===== config.mk =====
export PLATFORM = sky130hd
export DESIGN_NAME = kbd_encoder
export DESIGN_NICKNAME = d
export VERILOG_FILES = /design/src/rtl/kbd_pkg.sv /design/src/rtl/kbd_fifo.sv /design/src/rtl/kbd_encoder.sv
export SDC_FILE = /design/constraint.sdc
export NUM_CORES = 1
export LEC_CHECK = 0
export ABC_AREA = 1
export BUFFER_PORTS_ARGS = -buffer_cell sky130_fd_sc_hd__buf_4
export CAP_MARGIN = 20
export CORE_MARGIN = 2
export CORE_UTILIZATION = 50
export DETAILED_ROUTE_END_ITERATION = 16
export GPL_TIMING_DRIVEN = 1
export PLACE_DENSITY = 0.69
export SLEW_MARGIN = 20
export SYNTH_ARGS = -nofsm -noshare
export SYNTH_HDL_FRONTEND = slang
export SYNTH_SLANG_ARGS = --single-unit

===== constraint.sdc =====
create_clock -name clk -period 4.03 [get_ports clk]
set_input_delay 0.806 -clock clk [delete_from_list [all_inputs] [get_ports clk]]
set_output_delay 0.806 -clock clk [all_outputs]
set_load 0.01 [all_outputs]

===== src/rtl/kbd_pkg.sv =====
// Shared constants, FSM state encoding and key-classification helpers for the keyboard encoder.
package kbd_pkg;

   localparam logic [7:0] ESC_CODE  = 8'h1B;

   localparam logic [7:0] KEY_UP    = 8'h80;
   localparam logic [7:0] KEY_DOWN  = 8'h81;
   localparam logic [7:0] KEY_RIGHT = 8'h82;
   localparam logic [7:0] KEY_LEFT  = 8'h83;

   localparam logic [7:0] SUF_UP    = 8'h41;
   localparam logic [7:0] SUF_DOWN  = 8'h42;
   localparam logic [7:0] SUF_RIGHT = 8'h43;
   localparam logic [7:0] SUF_LEFT  = 8'h44;

   typedef enum logic [1:0] {
      IDLE,
      PLAIN,
      ESC,
      SUFFIX
   } state_t;

   function automatic logic is_mapped(input logic [7:0] code);
      return code <= KEY_LEFT;
   endfunction

   function automatic logic is_arrow(input logic [7:0] code);
      return (code >= KEY_UP) && (code <= KEY_LEFT);
   endfunction

   // Arrow direction is carried as the low two bits of the key code.
   function automatic logic [7:0] suffix_of(input logic [1:0] dir);
      logic [7:0] letter;
      case (dir)
         KEY_UP[1:0]:    letter = SUF_UP;
         KEY_DOWN[1:0]:  letter = SUF_DOWN;
         KEY_RIGHT[1:0]: letter = SUF_RIGHT;
         default:        letter = SUF_LEFT;
      endcase
      return letter;
   endfunction

endpackage


===== src/rtl/kbd_fifo.sv =====
// Single-clock key FIFO with registered pointers and occupancy; head word is shown combinationally.
// Writes are ignored while full and reads while empty; full/empty reflect state before the edge.
module kbd_fifo #(
   parameter int DEPTH = 8,
   parameter int WIDTH = 8
) (
   input  logic                           clk,
   input  logic                           reset,
   input  logic                           i_wr_en,
   input  logic [WIDTH-1:0]               i_wr_data,
   input  logic                           i_rd_en,
   output logic [WIDTH-1:0]               o_rd_data,
   output logic                           o_full,
   output logic                           o_empty,
   output logic [$clog2(DEPTH+1)-1:0]     o_level
);

   localparam int AW = $clog2(DEPTH);
   localparam int LW = $clog2(DEPTH+1);

   logic [WIDTH-1:0] r_mem [DEPTH];
   logic [AW-1:0]    r_wr_ptr;
   logic [AW-1:0]    r_rd_ptr;
   logic [LW-1:0]    r_level;
   logic             w_wr;
   logic             w_rd;

   assign o_full    = (r_level == LW'(DEPTH));
   assign o_empty   = (r_level == '0);
   assign o_level   = r_level;
   assign o_rd_data = r_mem[r_rd_ptr];
   assign w_wr      = i_wr_en & ~o_full;
   assign w_rd      = i_rd_en & ~o_empty;

   always_ff @(posedge clk) begin
      if (w_wr) r_mem[r_wr_ptr] <= i_wr_data;
   end

   // DEPTH is a power of two, so pointer overflow is the modulo wrap.
   always_ff @(posedge clk or posedge reset) begin
      if (reset) begin
         r_wr_ptr <= '0;
         r_rd_ptr <= '0;
         r_level  <= '0;
      end else begin
         if (w_wr) r_wr_ptr <= r_wr_ptr + AW'(1);
         if (w_rd) r_rd_ptr <= r_rd_ptr + AW'(1);
         case ({w_wr, w_rd})
            2'b10:   r_level <= r_level + LW'(1);
            2'b01:   r_level <= r_level - LW'(1);
            default: r_level <= r_level;
         endcase
      end
   end

endmodule


===== src/rtl/kbd_encoder.sv =====
// USB key codes -> byte stream for a UART; arrows become ESC + letter. Strobe to tvalid is SYNC_STAGES+3 edges.
// Output holds under tready low; keys queue in the FIFO and are dropped with an overflow pulse when it is full.
module kbd_encoder #(
   parameter int DEPTH       = 8,
   parameter int SYNC_STAGES = 2
) (
   input  logic                           clk,
   input  logic                           reset,
   input  logic [7:0]                     usb_kbd,
   input  logic                           kbd_strobe,
   output logic [7:0]                     m_axis_tdata,
   output logic                           m_axis_tvalid,
   input  logic                           m_axis_tready,
   output logic                           overflow,
   output logic                           bad_key,
   output logic [$clog2(DEPTH+1)-1:0]     fifo_level
);

   import kbd_pkg::*;

   logic [SYNC_STAGES-1:0] r_sync;
   logic [SYNC_STAGES-1:0] r_sync_ok;
   logic                   r_prev;
   logic                   r_cap;
   logic                   r_overflow;
   logic                   r_bad_key;

   state_t                 r_state;
   logic [7:0]             r_tdata;
   logic                   r_tvalid;
   logic [1:0]             r_dir;

   logic [7:0]             w_head;
   logic                   w_full;
   logic                   w_empty;
   logic                   w_mapped;
   logic                   w_wr;
   logic                   w_accept;
   logic                   w_pop;

   assign w_mapped      = is_mapped(usb_kbd);
   assign w_wr          = r_cap & w_mapped;
   assign w_accept      = r_tvalid & m_axis_tready;
   assign w_pop         = ~w_empty & ((r_state == IDLE) |
                          (w_accept & ((r_state == PLAIN) | (r_state == SUFFIX))));

   assign m_axis_tdata  = r_tdata;
   assign m_axis_tvalid = r_tvalid;
   assign overflow      = r_overflow;
   assign bad_key       = r_bad_key;

   // r_prev sits at 1 until real samples reach the last stage, so a strobe
   // already high when reset releases is never seen as a rising edge.
   always_ff @(posedge clk or posedge reset) begin
      if (reset) begin
         r_sync     <= '0;
         r_sync_ok  <= '0;
         r_prev     <= 1'b1;
         r_cap      <= 1'b0;
         r_overflow <= 1'b0;
         r_bad_key  <= 1'b0;
      end else begin
         r_sync     <= {r_sync[SYNC_STAGES-2:0], kbd_strobe};
         r_sync_ok  <= {r_sync_ok[SYNC_STAGES-2:0], 1'b1};
         r_prev     <= r_sync_ok[SYNC_STAGES-1] ? r_sync[SYNC_STAGES-1] : 1'b1;
         r_cap      <= r_sync_ok[SYNC_STAGES-1] & r_sync[SYNC_STAGES-1] & ~r_prev;
         r_overflow <= r_cap & w_mapped & w_full;
         r_bad_key  <= r_cap & ~w_mapped;
      end
   end

   kbd_fifo #(
      .DEPTH (DEPTH),
      .WIDTH (8)
   ) u_fifo (
      .clk       (clk),
      .reset     (reset),
      .i_wr_en   (w_wr),
      .i_wr_data (usb_kbd),
      .i_rd_en   (w_pop),
      .o_rd_data (w_head),
      .o_full    (w_full),
      .o_empty   (w_empty),
      .o_level   (fifo_level)
   );

   always_ff @(posedge clk or posedge reset) begin
      if (reset) begin
         r_state  <= IDLE;
         r_tdata  <= 8'h00;
         r_tvalid <= 1'b0;
         r_dir    <= 2'b00;
      end else begin
         case (r_state)
            ESC: begin
               if (w_accept) begin
                  r_state <= SUFFIX;
                  r_tdata <= suffix_of(r_dir);
               end
            end
            default: begin
               if (w_pop) begin
                  r_tvalid <= 1'b1;
                  if (is_arrow(w_head)) begin
                     r_state <= ESC;
                     r_tdata <= ESC_CODE;
                     r_dir   <= w_head[1:0];
                  end else begin
                     r_state <= PLAIN;
                     r_tdata <= w_head;
                  end
               end else if (w_accept) begin
                  r_state  <= IDLE;
                  r_tvalid <= 1'b0;
                  r_tdata  <= 8'h00;
               end
            end
         endcase
      end
   end

endmodule

==> flow_summary.yaml <==
layout:
  syn2layout_area_growth_pct: 12.3
  nNetsFinal: 455
  nFillCells: 702
  num_antenna_cells: 0
  multi_input_area_um2: 1200
  drive_gt1_frac: 0.146
  seq_area_um2: 2700
  fin_cells: 544
placed_design:
  port_buffers: 26
  dp_slack_ns: 0.730
  placed_cells: 528
  place_congestion: 0.835
  hpwl_um: 5370
route:
  vias: 2754
  post-route-drc-count: 0
  antenna_left: 0
  drt_iter0_markers: 202
  wirelength_um: 8120
  drt-pass1-iter-count: 5
  wl_per_cell_um: 14.9
  viasPerCell: 5.06
pwr:
  power.density_nw_per_um2: 660
  p_comb_frac: 0.400
  swShare: 0.405
  seqPwrFrac: 0.421
  p_leak_nw: 2.03
  p_int_mw: 1.83
  pwr-share-clk: 0.179
  p_sw_mw: 1.24
  ir_worst_vdd_uv: 312
clock_tree:
  cts_tree: "built"
  post_cts_buffers: 0
  numCtsBuffers: 9
  ctsHoldBuffers: 0
  cts_root_buf: "clkbuf_8"
  clock-sinks: 95
  clkTransAtPathRegs_ns: 0.09
  clk_latency_ns: 0.35
  cts_resized: 0
  cts_buffer_depth: 2
  cts_max_level: 3
run_status:
  status: "complete, no violations"
floorplanning:
  core-area_um2: 8130
  start_util: 0.509
  rows: 33
  die_area_um2: 9030
  dieHeight_um: 95.0
  io_pins: 27
  die_w_um: 95.0
logic_synthesis:
  syn_nets: 420
  synth_warnings: 0
  syn_inst: 399
  synth_cell_types: 28
  ys_seq_area_frac: 0.651
  netlist_area_um2: 4140
  ys_seq_elements: 95
  avgSynthCellArea_um2: 10.4
worst_setup_path:
  crit_family: "simple AND/OR/NAND/NOR gates"
  crit_type: "in2reg"
  cp_cell_sequence: "buf_4 > or2_2 > o41ai_4 > nand3_2 > ha_1 > ha_1 > nand2_1 > nor2_1 > a211oi_1 > nor2_1 > nor2_1 > nand2_1 > xor2_1"
  path_buf_inv: 1
  end_kind: "flip-flop"
  cp.arrival_ns: 3.16
  crit_path_max_incr_delay_ns: 0.32
  cp.required_ns: 4.27
  cpMaxStageDelayCell: "o41ai_4"
  startpoint_type: "input port"
  crit_top_cell: "nor2_1"
  critPathMaxFanout: 10
grt:
  grt_pass1_vias: 2639
  grt_pass1_wl_um: 13400
  grt_overflow_total: 0
  grtUsageTotal: 0.202
  grt_max_degree: 35
  antenna_found_initial: 0
sta:
  setup_viol: 0
  maxSlewHeadroom: 0.502
  finClkSkew_ns: 0.00652
  hold_slack_ns: 0.354
  tightest_slew_ns: 0.748
  final.period_utilization: 0.723
  slew_viol_final: 0
  final-hold-violation-count: 0
  timing.fmax_mhz: 343
  min_period_ns: 2.91
  rsz0062_at_grt: "no"
  setup_ws_ns: 1.12
  tns_ns: 0
hold_path:
  hold_path_class: "reg2reg"
job:
  drv_cap: 0
## final timing paths
check                                   from            endpoint  slack, ns  cells past startpoint
min in group asynchronous              reset   u_fifo.o_level[3]       0.51                      2
max in group asynchronous              reset  u_fifo.r_rd_ptr[1]       2.88                      3
hold / removal                  r_sync_ok[0]        r_sync_ok[1]       0.35                      0
hold reg to reg                 r_sync_ok[0]        r_sync_ok[1]       0.35                      0
setup reg to reg           u_fifo.o_level[0]   u_fifo.o_level[3]       1.54                     13
setup / recovery                  usb_kbd[3]   u_fifo.o_level[3]       1.12                     13
## synth_stat cells
cell type  count  area (um2)
a211oi_1       1        7.51
a21oi_2        2        17.5
and2_1         2        12.5
buf_2          9        45.0
buf_4          1        7.51
clkbuf_1       1        3.75
clkinv_1       1        3.75
conb_1         1        3.75
dfrtp_1       30         751
dfstp_2        1        26.3
edfxtp_1      64        1920
fa_1           1        20.0
ha_1           8         100
inv_1         45         169
inv_2          3        11.3
nand2_1      101         379
nand3_1       37         185
nand3_2        2        20.0
nand4_1        3        18.8
nor2_1        46         173
nor2_4         3        33.8
nor3_1         5        25.0
o211ai_1       1        7.51
o21ai_0       23         115
o41ai_4        1        27.5
or2_2          1        6.26
xnor2_1        2        17.5
xor2_1         4        35.0
## cells by family after synthesis
group / after synthesis / synth area share
and+or+nand+nor: 200 / 0.206
DFF: 95 / 0.651
buffers and inverters: 60 / 0.0580
AOI/OAI and AO/OA: 28 / 0.0423
adders and majority gates: 9 / 0.0290
xor gates and xnor gates: 6 / 0.0127
other: 1 / 0.000905
## cell usage in the layout, fill, tap and decap left out, types with 2 or more instances in the layout
master,n
a21oi_2,2
and2_1,2
buf_4,35
clkbuf_8,9
clkinv_2,2
clkinvlp_4,2
dfrtp_1,30
edfxtp_1,64
ha_1,8
inv_1,45
inv_2,3
nand2_1,101
nand3_1,37
nand3_2,2
nand4_1,3
nor2_1,46
nor2_4,3
nor3_1,5
o21ai_0,23
xnor2_1,2
xor2_1,4
## power groups by stage
stage          sequential, mW  combinational (mW)  clock, mW
6_report                 1.29                1.23      0.549
4_1_cts                  1.30                1.24      0.569
5_1_grt                  1.31                1.42      0.605
2_1_floorplan            1.28               0.901          0
3_3_place_gp             1.31                1.20          0
3_5_place_dp             1.32                1.23          0
## layout make-up
type	instances	area share
clock buffers	9	0.0266
inverters	49	0.0395
multi-input cells	244	0.259
repair buffers	35	0.0565
clock inverters	7	0.0102
well taps	105	0.0282
flip-flops and latches	95	0.580
## layer usage
layer / vias up / track usage / wire length, um / part of all wire
met5: - / 0 / 0 / 0
met4: 0 / 0.0749 / 181 / 0.022
met3: 13 / 0.0466 / 405 / 0.050
met2: 57 / 0.327 / 3930 / 0.48
met1: 1317 / 0.270 / 3600 / 0.44
li1: 1367 / - / - / -
## stage by stage
| stage | cell area (um2) | utilization | power, mW |
|---|---|---|---|
| global route | 4650 | 0.572 | 3.34 |
| global placement | 4480 | 0.551 | 2.51 |
| floorplan | 4140 | - | 2.18 |
| detailed placement | 4480 | 0.551 | 2.55 |
| CTS | 4650 | 0.572 | 3.10 |
| finish | 4650 | 0.572 | 3.07 |
## flip-flops by register name, summed over array words and instances, names as in the netlist, 2 cells and up
signal / count
m_axis_tdata: 8
r_dir: 2
r_state: 2
r_sync: 2
r_sync_ok: 2
u_fifo.o_level: 4
u_fifo.r_mem: 64
u_fifo.r_rd_ptr: 3
u_fifo.r_wr_ptr: 3
Power figures use the tool's default switching activity.
